[config.mk]
export PLATFORM = sky130hd
export DESIGN_NAME = mips_div_unit
export DESIGN_NICKNAME = d
export VERILOG_FILES = /design/src/rtl/mips_div_unit.sv
export SDC_FILE = /design/constraint.sdc
export NUM_CORES = 1
export LEC_CHECK = 0
export CAP_MARGIN = 40
export CORE_MARGIN = 1.5
export CORE_UTILIZATION = 45
export CTS_BUF_LIST = sky130_fd_sc_hd__clkbuf_8
export DETAILED_ROUTE_END_ITERATION = 6
export DONT_BUFFER_PORTS = 1
export GPL_ROUTABILITY_DRIVEN = 0
export GPL_TIMING_DRIVEN = 0
export PLACE_DENSITY_LB_ADDON = 0.08
export SLEW_MARGIN = 10
export SYNTH_ARGS = -nofsm -noshare
export SYNTH_HDL_FRONTEND = slang
export SYNTH_SLANG_ARGS = --single-unit
[constraint.sdc]
create_clock -name clk -period 8.1 [get_ports clk]
set_input_delay 1.215 -clock clk [delete_from_list [all_inputs] [get_ports clk]]
set_output_delay 1.215 -clock clk [all_outputs]
set_load 0.005 [all_outputs]
[src/rtl/mips_div_unit.sv]
// mips_div_unit
// -------------
// Multi-cycle 32-bit restoring divider for DIV (signed) and DIVU (unsigned).
// The quotient goes to LO and the remainder to HI. The divider converts the
// operands to magnitudes, runs 32 shift/trial-subtract iterations, then
// restores the signs. The remainder always takes the dividend's sign.
//
// Ports
//   clk          system clock, rising edge
//   rst_n        asynchronous active-low reset
//   start        request; accepted only in IDLE or DONE
//   is_signed    1 = DIV, 0 = DIVU (sampled with start)
//   dividend     dividend operand (sampled with start)
//   divisor      divisor operand (sampled with start)
//   busy         high while an operation is in flight
//   done         one-cycle pulse when a new result is presented
//   quotient     LO result, held until the next result
//   remainder    HI result, held until the next result
//   div_by_zero  qualifies the held result (divisor was zero)

module mips_div_unit (
    input  logic        clk,
    input  logic        rst_n,
    input  logic        start,
    input  logic        is_signed,
    input  logic [31:0] dividend,
    input  logic [31:0] divisor,
    output logic        busy,
    output logic        done,
    output logic [31:0] quotient,
    output logic [31:0] remainder,
    output logic        div_by_zero
);

    typedef enum logic [1:0] {
        IDLE = 2'd0,
        CALC = 2'd1,
        SIGN = 2'd2,
        DONE = 2'd3
    } state_t;

    state_t      state;
    logic [5:0]  iter;
    logic [31:0] rem_reg;
    logic [31:0] quo_reg;
    logic [31:0] dvsr_reg;
    logic        neg_q;
    logic        neg_r;

    logic        accept;
    logic [31:0] dividend_mag;
    logic [31:0] divisor_mag;
    logic [31:0] shift_rem;
    logic [31:0] shift_quo;
    logic [32:0] trial;

    assign accept = start && ((state == IDLE) || (state == DONE));

    // Magnitudes: only DIV treats bit 31 as a sign. The most negative value
    // maps onto itself, which is still the correct unsigned magnitude.
    assign dividend_mag = (is_signed && dividend[31]) ? (~dividend + 32'd1) : dividend;
    assign divisor_mag  = (is_signed && divisor[31])  ? (~divisor + 32'd1)  : divisor;

    // One restoring step on {partial remainder, quotient}.
    assign shift_rem = {rem_reg[30:0], quo_reg[31]};
    assign shift_quo = {quo_reg[30:0], 1'b0};
    // The bit shifted out of the partial remainder becomes the top bit of the
    // trial. This keeps DIVU correct when the divisor magnitude is 2^31 or
    // larger, because the shifted remainder can then need 33 bits.
    assign trial = {rem_reg[31], shift_rem} - {1'b0, dvsr_reg};

    always_ff @(posedge clk or negedge rst_n) begin
        if (!rst_n) begin
            state       <= IDLE;
            iter        <= 6'd0;
            rem_reg     <= 32'd0;
            quo_reg     <= 32'd0;
            dvsr_reg    <= 32'd0;
            neg_q       <= 1'b0;
            neg_r       <= 1'b0;
            busy        <= 1'b0;
            done        <= 1'b0;
            quotient    <= 32'd0;
            remainder   <= 32'd0;
            div_by_zero <= 1'b0;
        end else begin
            case (state)
                IDLE, DONE: begin
                    done <= 1'b0;
                    if (accept) begin
                        if (divisor == 32'd0) begin
                            // Zero divisor: report immediately, busy stays low.
                            quotient    <= 32'hFFFF_FFFF;
                            remainder   <= dividend;
                            div_by_zero <= 1'b1;
                            done        <= 1'b1;
                            state       <= DONE;
                        end else begin
                            rem_reg  <= 32'd0;
                            quo_reg  <= dividend_mag;
                            dvsr_reg <= divisor_mag;
                            neg_q    <= is_signed && (dividend[31] ^ divisor[31]);
                            neg_r    <= is_signed && dividend[31];
                            iter     <= 6'd0;
                            busy     <= 1'b1;
                            state    <= CALC;
                        end
                    end else begin
                        state <= IDLE;
                    end
                end

                CALC: begin
                    if (!trial[32]) begin
                        rem_reg <= trial[31:0];
                        quo_reg <= {shift_quo[31:1], 1'b1};
                    end else begin
                        rem_reg <= shift_rem;
                        quo_reg <= shift_quo;
                    end
                    iter <= iter + 6'd1;
                    if (iter == 6'd31) begin
                        state <= SIGN;
                    end
                end

                SIGN: begin
                    quotient    <= neg_q ? (~quo_reg + 32'd1) : quo_reg;
                    remainder   <= neg_r ? (~rem_reg + 32'd1) : rem_reg;
                    div_by_zero <= 1'b0;
                    busy        <= 1'b0;
                    done        <= 1'b1;
                    state       <= DONE;
                end

                default: begin
                    state <= IDLE;
                end
            endcase
        end
    end

endmodule
==> results of run 1 <==
worst min path at each step:
stage | cells past startpoint | startpoint | endpoint
after floorplan | 2 | dvsr_reg[16] | dvsr_reg[16]
after global placement | 2 | dvsr_reg[21] | dvsr_reg[21]
after detailed placement | 2 | dvsr_reg[21] | dvsr_reg[21]
after CTS | 0 | rst_n | quotient[4]
after global routing | 0 | rst_n | quotient[4]
final | 0 | rst_n | quotient[4]
metrics by stage:
stage	total power [mW]	utilization, %	hold WS (ns)	setup slack (ns)	instances
6_report	4.159	48.84	0.4251	3.641	1737
5_1_grt	4.510	48.84	0.4021	3.463	1737
4_1_cts	4.176	48.84	0.4030	3.740	1737
3_5_place_dp	3.542	47.26	0.4717	3.237	1705
3_3_place_gp	3.506	47.23	0.4659	3.243	1704
2_1_floorplan	2.929	-	0.4498	4.279	1374
cells in the final DEF, fill, tap and decap left out, types with 5 or more instances in the layout:
cell,Yosys,layout
sky130_fd_sc_hd__a21o_1,17,17
sky130_fd_sc_hd__a21oi_1,120,120
sky130_fd_sc_hd__a221oi_1,5,5
sky130_fd_sc_hd__a22oi_1,12,12
sky130_fd_sc_hd__a31oi_1,20,20
sky130_fd_sc_hd__a32oi_1,9,9
sky130_fd_sc_hd__buf_1,5,5
sky130_fd_sc_hd__buf_2,15,15
sky130_fd_sc_hd__clkbuf_1,56,56
sky130_fd_sc_hd__clkbuf_8,0,17
sky130_fd_sc_hd__dfrtp_1,173,173
sky130_fd_sc_hd__ha_1,40,40
sky130_fd_sc_hd__inv_1,57,58
sky130_fd_sc_hd__inv_6,0,5
sky130_fd_sc_hd__mux2i_1,9,9
sky130_fd_sc_hd__nand2_1,136,136
sky130_fd_sc_hd__nand2b_1,14,14
sky130_fd_sc_hd__nand3_1,22,22
sky130_fd_sc_hd__nand4_1,11,11
sky130_fd_sc_hd__nor2_1,153,153
sky130_fd_sc_hd__nor2b_1,7,7
sky130_fd_sc_hd__nor3_1,16,16
sky130_fd_sc_hd__nor4_1,10,10
sky130_fd_sc_hd__o211ai_1,6,6
sky130_fd_sc_hd__o21a_1,5,5
sky130_fd_sc_hd__o21ai_0,150,150
sky130_fd_sc_hd__o21ai_1,8,8
sky130_fd_sc_hd__o22ai_1,27,27
sky130_fd_sc_hd__o31ai_1,28,28
sky130_fd_sc_hd__o41ai_1,14,14
sky130_fd_sc_hd__or3_1,12,12
sky130_fd_sc_hd__or4_1,15,15
sky130_fd_sc_hd__xnor2_1,54,54
sky130_fd_sc_hd__xor2_1,94,94
logic make-up after synthesis:
group | count (synthesis) | share of synthesized area [%]
fa+ha+maj | 41 | 4.561
flops | 173 | 37.94
xor+xnor | 148 | 11.36
compound gates | 455 | 24.32
simple gates | 413 | 16.29
mux | 10 | 0.8882
buf+inv | 134 | 4.638
per-layer routing:
metal / vias to the layer above / GRT usage [%]
met4: 0 / 7.590
met1: 4631 / 31.87
met2: 265 / 45.26
met3: 35 / 4.545
met5: - / 0
li1: 4931 / -
layout make-up:
| cell class | count | area, um2 |
|---|---|---|
| well taps | 330 | 412.9 |
| clock buffers | 17 | 234.0 |
| multi-input cells | 1067 | 6553 |
| flip-flops and latches | 173 | 4329 |
| inverters | 57 | 214.0 |
| clock inverters | 15 | 161.4 |
| fillers | 2543 | 12810 |
| plain buffers | 77 | 315.3 |
| repair buffers | 1 | 7.507 |
power breakdown:
part           leakage [nW]  internal [mW]  switching, mW
Sequential             2.06           1.19          0.293
Combinational          2.89          0.721           1.32
Clock                 0.201          0.280          0.355
critical path, stage by stage:
cell and delay, ns:
sky130_fd_sc_hd__or4_1 0.55, sky130_fd_sc_hd__or4_1 0.42, sky130_fd_sc_hd__clkbuf_1 0.17, sky130_fd_sc_hd__nor4_1 0.74, sky130_fd_sc_hd__nand4_1 0.57, sky130_fd_sc_hd__nand2_1 0.33, sky130_fd_sc_hd__buf_2 0.30, sky130_fd_sc_hd__o21ai_0 0.20
sky130_fd_sc_hd__a21oi_1 0.26, sky130_fd_sc_hd__a21o_1 0.12
==> impl_metrics.prom, run 1 <==
# TYPE chip_impl_metric gauge
chip_impl_metric{name="synth-edff-count",unit=""} 0
chip_impl_metric{name="die_area",unit="um2"} 26320
chip_impl_metric{name="slew_viol_final",unit=""} 0
chip_impl_metric{name="finalSetupViolCount",unit=""} 0
chip_impl_metric{name="initial_antenna_violation_count",unit=""} 0
chip_impl_metric{name="post_layout_inst_area",unit="um2"} 12230
chip_impl_metric{name="drive_above_1_share",unit="%"} 4.264
chip_impl_metric{name="portBuffers",unit=""} 0
chip_impl_metric{name="vdd.ir_drop.worst",unit="mV"} 0.1404
chip_impl_info{name="dominantRegCellSynth",value="sky130_fd_sc_hd__dfrtp_1"} 1
chip_impl_metric{name="route.met2.wl",unit="um"} 16190
chip_impl_metric{name="period_minus_slack",unit="ns"} 4.459
chip_impl_info{name="topRoutingLayerUsed",value="met4"} 1
chip_impl_metric{name="grt_pass1_vias",unit=""} 9796
chip_impl_info{name="setup.worst_path.start_class",value="input pin"} 1
chip_impl_info{name="setup.worst_path.class",value="in -> reg"} 1
chip_impl_metric{name="number_of_diodes_added_for_antenna_fixing",unit=""} 0
chip_impl_info{name="crit-reg2reg-launch",value="quo_reg[31]"} 1
chip_impl_metric{name="synth.distinct_cells",unit=""} 63
chip_impl_metric{name="drt-wirelength-per-cell",unit="um"} 19.00
chip_impl_metric{name="setup_tns",unit="ns"} 0
chip_impl_metric{name="maxSlewHeadroom",unit="%"} 41.27
chip_impl_metric{name="final.period_utilization",unit="%"} 55.05
chip_impl_metric{name="asyncSetResetFlopFracSynth",unit="%"} 100.0
chip_impl_metric{name="detailedRoute.firstIterationViolations",unit=""} 734
chip_impl_info{name="yosys.cell_count.top_type",value="sky130_fd_sc_hd__dfrtp_1"} 1
chip_impl_metric{name="coreArea",unit="um2"} 25040
chip_impl_metric{name="post_cts_resize_count",unit=""} 0
chip_impl_metric{name="ff2ff_setup_slack",unit="ns"} 4.49
chip_impl_metric{name="site_rows",unit=""} 58
chip_impl_metric{name="detail-route-antenna-nets",unit=""} 0
chip_impl_info{name="synthTopCellsByCount",value="sky130_fd_sc_hd__dfrtp_1, sky130_fd_sc_hd__nor2_1, sky130_fd_sc_hd__o21ai_0"} 1
chip_impl_info{name="hold_path.class",value="in -> async"} 1
chip_impl_metric{name="hold_violations",unit=""} 0
chip_impl_metric{name="worstMarginPinSlew",unit="ns"} 0.8729
chip_impl_metric{name="grt_pass1_wl",unit="um"} 52540
chip_impl_metric{name="clock_insertion_delay_worst_skew",unit="ns"} 0.47
chip_impl_metric{name="dp_hpwl",unit="um"} 25710
chip_impl_metric{name="boundaryPins",unit=""} 135
chip_impl_metric{name="cts_max_path_buffers",unit=""} 2
chip_impl_metric{name="grt_start_max_net_pins",unit=""} 174
chip_impl_metric{name="cts_hold_buf",unit=""} 0
chip_impl_info{name="critical_register_to_register_path_endpoint",value="rem_reg[18]"} 1
chip_impl_metric{name="die_h",unit="um"} 162.2
chip_impl_info{name="grt_setup_unrepaired",value="no"} 1
chip_impl_metric{name="initial_utilization",unit="%"} 45.58
chip_impl_metric{name="critical_path_rt",unit="ns"} 8.51
chip_impl_info{name="run_status",value="complete, no violations"} 1
chip_impl_metric{name="cts.sink_count",unit=""} 173
chip_impl_metric{name="tritoncts.num_buffers",unit=""} 17
chip_impl_metric{name="die_extent_in_x",unit="um"} 162.2
chip_impl_metric{name="power_density",unit="nW/um2"} 340.1
chip_impl_metric{name="synth-seq-area-share",unit="%"} 37.94
chip_impl_metric{name="max_freq",unit="GHz"} 0.2242
chip_impl_metric{name="syn-instance-count",unit=""} 1374
chip_impl_metric{name="yosys.area.top_type_share",unit="%"} 37.94
chip_impl_info{name="synth_area_leaders",value="sky130_fd_sc_hd__dfrtp_1, sky130_fd_sc_hd__xor2_1, sky130_fd_sc_hd__o21ai_0"} 1
chip_impl_info{name="clock_root_buffer_master",value="sky130_fd_sc_hd__clkbuf_8"} 1
chip_impl_metric{name="clk_pin_slew",unit="ns"} 0.10
chip_impl_metric{name="syn2layout_area_growth",unit="%"} 7.149
chip_impl_metric{name="syn-cell-area",unit="um2"} 11410
chip_impl_metric{name="final.setup_skew",unit="ns"} 0.01650
chip_impl_metric{name="post_cts_buffers",unit=""} 0
chip_impl_metric{name="max_cap_viol_count",unit=""} 0
chip_impl_metric{name="placed_cell_area",unit="um2"} 11830
chip_impl_metric{name="grt.overflow.total",unit=""} 0
chip_impl_metric{name="synth_seq_cells",unit=""} 173
chip_impl_metric{name="synth.net_count",unit=""} 1483
chip_impl_metric{name="grt.total_usage",unit="%"} 25.64
chip_impl_metric{name="h_tree_depth",unit=""} 4
chip_impl_metric{name="routed_wl",unit="um"} 33010
chip_impl_metric{name="power.static_leakage",unit="nW"} 5.156
chip_impl_metric{name="reg2reg_depth",unit=""} 12
chip_impl_info{name="endpoint",value="remainder[22]"} 1
chip_impl_metric{name="nets",unit=""} 1503
chip_impl_metric{name="drt_pre_antenna_iters",unit=""} 6
chip_impl_metric{name="drc",unit=""} 0
chip_impl_metric{name="ys.warnings.count",unit=""} 0
chip_impl_metric{name="vias_per_cell",unit=""} 5.678
chip_impl_metric{name="routedLengthMet1",unit="um"} 14450
chip_impl_metric{name="avgSynthCellArea",unit="um2"} 8.305
chip_impl_info{name="worst_setup_path_startpoint",value="divisor[11]"} 1
chip_impl_metric{name="met3_wirelength",unit="um"} 1678
chip_impl_metric{name="critical_path.max_fanout",unit=""} 10
chip_impl_info{name="critical_path.endpoint_type",value="flop"} 1
chip_impl_info{name="tritoncts_clock_tree",value="yes"} 1
chip_impl_metric{name="detailroute.via_count",unit=""} 9862
chip_impl_info{name="yosys.area.top_type",value="sky130_fd_sc_hd__dfrtp_1"} 1
chip_impl_metric{name="worst-endpoint-arrival",unit="ns"} 4.87
No activity file was read; power rests on OpenSTA's default activity.
==> run 2, diff against run 1 <==
- clock period: 8.1 -> 3.78 ns (I/O delays scaled with it)
==> run 2 against run 1 <==
Net effect: the run now ends with hold timing left; non-clock buffer count unchanged; largest power group unchanged; sequential cell count unchanged; utilization barely moved; register-to-register slack got worse by 4.3 ns; sequential share of layout area hardly changed; highest routed layer unchanged; total power grew 110%; critical endpoint is now rem_reg[18]; setup slack worse by 3.5 ns.
==> impl_metrics.prom, run 2 (synthesized netlist as in run 1, its figures left out) <==
# TYPE chip_impl_metric gauge
chip_impl_metric{name="tritoncts.num_buffers",unit=""} 17
chip_impl_metric{name="cts_max_path_buffers",unit=""} 2
chip_impl_info{name="setup.worst_path.class",value="reg -> reg"} 1
chip_impl_info{name="setup.worst_path.start_class",value="flop"} 1
chip_impl_metric{name="number_of_diodes_added_for_antenna_fixing",unit=""} 0
chip_impl_metric{name="detailroute.via_count",unit=""} 9860
chip_impl_metric{name="setup_tns",unit="ns"} 0
chip_impl_metric{name="final.period_utilization",unit="%"} 95.06
chip_impl_metric{name="grt.total_usage",unit="%"} 25.64
chip_impl_metric{name="max_freq",unit="GHz"} 0.2783
chip_impl_metric{name="die_extent_in_x",unit="um"} 162.2
chip_impl_info{name="most-common-layout-cells",value="sky130_fd_sc_hd__dfrtp_1, sky130_fd_sc_hd__nor2_1, sky130_fd_sc_hd__o21ai_0"} 1
chip_impl_metric{name="routed_wl",unit="um"} 33040
chip_impl_metric{name="hold_violations",unit=""} 173
chip_impl_metric{name="filler_cell_count",unit=""} 2542
chip_impl_metric{name="finalSetupViolCount",unit=""} 0
chip_impl_metric{name="grt_start_max_net_pins",unit=""} 174
chip_impl_metric{name="detailedPlace.worstSlack",unit="ns"} -0.4352
chip_impl_info{name="grt_setup_unrepaired",value="no"} 1
chip_impl_metric{name="detailedRoute.firstIterationViolations",unit=""} 788
chip_impl_metric{name="sequential_cell_area",unit="um2"} 4329
chip_impl_metric{name="hold_slack",unit="ns"} -0.2212
chip_impl_metric{name="h_tree_depth",unit=""} 4
chip_impl_metric{name="power_density",unit="nW/um2"} 729.1
chip_impl_metric{name="vdd.ir_drop.worst",unit="mV"} 0.3007
chip_impl_metric{name="total_power_consumption_of_the_routed_design",unit="mW"} 8.920
chip_impl_metric{name="syn2layout_area_growth",unit="%"} 7.215
chip_impl_metric{name="period_minus_slack",unit="ns"} 3.593
chip_impl_metric{name="dp_hpwl",unit="um"} 25710
chip_impl_metric{name="worstMarginPinSlew",unit="ns"} 0.8327
chip_impl_metric{name="nets",unit=""} 1503
chip_impl_metric{name="boundaryPins",unit=""} 135
chip_impl_metric{name="drive_above_1_share",unit="%"} 4.335
chip_impl_metric{name="coreArea",unit="um2"} 25040
chip_impl_metric{name="portBuffers",unit=""} 0
chip_impl_metric{name="critical_path.max_fanout",unit=""} 10
chip_impl_metric{name="die_h",unit="um"} 162.2
chip_impl_info{name="critical_path.endpoint_type",value="flop"} 1
chip_impl_metric{name="die_area",unit="um2"} 26320
chip_impl_metric{name="place_inst",unit=""} 1705
chip_impl_metric{name="clock_insertion_delay_worst_skew",unit="ns"} 0.47
chip_impl_info{name="hold_path.class",value="in -> async"} 1
chip_impl_metric{name="cts.sink_count",unit=""} 173
chip_impl_metric{name="slew_viol_final",unit=""} 0
chip_impl_metric{name="grt.overflow.total",unit=""} 0
chip_impl_metric{name="drc",unit=""} 0
chip_impl_metric{name="maxSlewHeadroom",unit="%"} 44.49
chip_impl_metric{name="detail-route-antenna-nets",unit=""} 0
chip_impl_info{name="tritoncts_clock_tree",value="yes"} 1
chip_impl_metric{name="grt_pass1_wl",unit="um"} 52540
chip_impl_metric{name="layoutNonFillerInstCount",unit=""} 1737
chip_impl_metric{name="reg2reg_depth",unit=""} 12
chip_impl_metric{name="utilization",unit="%"} 48.87
chip_impl_metric{name="grt_pass1_vias",unit=""} 9796
chip_impl_metric{name="multiInputGateArea",unit="um2"} 6560
chip_impl_metric{name="site_rows",unit=""} 58
chip_impl_metric{name="final.setup_skew",unit="ns"} 0.01738
chip_impl_info{name="layout_commonest_cell",value="sky130_fd_sc_hd__dfrtp_1"} 1
chip_impl_metric{name="initial_utilization",unit="%"} 45.58
chip_impl_metric{name="vias_per_cell",unit=""} 5.676
chip_impl_metric{name="critical_path_rt",unit="ns"} 4.11
chip_impl_metric{name="drt_pre_antenna_iters",unit=""} 5
chip_impl_info{name="clock_root_buffer_master",value="sky130_fd_sc_hd__clkbuf_8"} 1
chip_impl_metric{name="clk_pin_slew",unit="ns"} 0.10
chip_impl_metric{name="drt-wirelength-per-cell",unit="um"} 19.02
chip_impl_info{name="run_status",value="finished, violations left"} 1
chip_impl_metric{name="post_layout_inst_area",unit="um2"} 12230
chip_impl_metric{name="initial_antenna_violation_count",unit=""} 0
chip_impl_metric{name="max_cap_viol_count",unit=""} 0
chip_impl_info{name="failed_checks",value="hold timing"} 1
chip_impl_metric{name="worst-endpoint-arrival",unit="ns"} 3.93
chip_impl_metric{name="post-route-worst-setup-slack",unit="ns"} 0.1869
chip_impl_metric{name="placed_cell_area",unit="um2"} 11830
chip_impl_metric{name="power.static_leakage",unit="nW"} 5.158
-- run 2: what timing repair did --
item,4_1_cts,5_1_grt
buffers inserted,0,0
endpoints found under the setup margin,0,110
hold endpoints to repair,173,173
gates resized for setup,0,3
-- run 2: final cells by class --
type | count | share of cell area (%)
well taps | 330 | 3.375
clock buffers | 17 | 1.912
repair buffers | 1 | 0.06136
plain buffers | 77 | 2.577
inverters | 57 | 1.749
multi-input cells | 1067 | 53.62
clock inverters | 15 | 1.319
flip-flops and latches | 173 | 35.39
-- run 2: path summary, 6_finish.rpt --
check | slack (ns) | to | startpoint
setup / recovery | 0.19 | rem_reg[18] | quo_reg[31]
setup reg to reg | 0.19 | rem_reg[18] | quo_reg[31]
hold / removal | -0.22 | quotient[4] | rst_n
hold reg to reg | 0.48 | dvsr_reg[21] | dvsr_reg[21]
min in group clk | 0.23 | dvsr_reg[31] | divisor[31]
max in group asynchronous | 3.83 | rem_reg[30] | rst_n
-- run 2: worst max-delay path, cell delays in order (launching register included) --
cell,delay [ns]
sky130_fd_sc_hd__dfrtp_1,0.39
sky130_fd_sc_hd__inv_1,0.17
sky130_fd_sc_hd__ha_1,0.27
sky130_fd_sc_hd__fa_1,0.41
sky130_fd_sc_hd__nand2b_1,0.18
sky130_fd_sc_hd__a21oi_1,0.27
sky130_fd_sc_hd__o21ai_0,0.21
sky130_fd_sc_hd__nand4_1,0.24
sky130_fd_sc_hd__a311oi_1,0.18
sky130_fd_sc_hd__nand2_1,0.29
sky130_fd_sc_hd__buf_1,0.50
sky130_fd_sc_hd__mux2i_1,0.26
sky130_fd_sc_hd__o21ai_0,0.09
-- run 2: routing by layer --
metal  track usage [%]  part of all wire, %  vias to the layer above
li1                  -                    -                     4930
met1             31.87                   43                     4610
met2             45.26                   49                      279
met3             4.545                  5.3                       41
met4             7.590                  2.3                        0
met5                 0                    0                        -
-- run 2: power breakdown --
part           switching (mW)  internal [mW]
combinational            2.85           1.54
clock                   0.758          0.599
sequential              0.630           2.54
total                    4.24           4.68
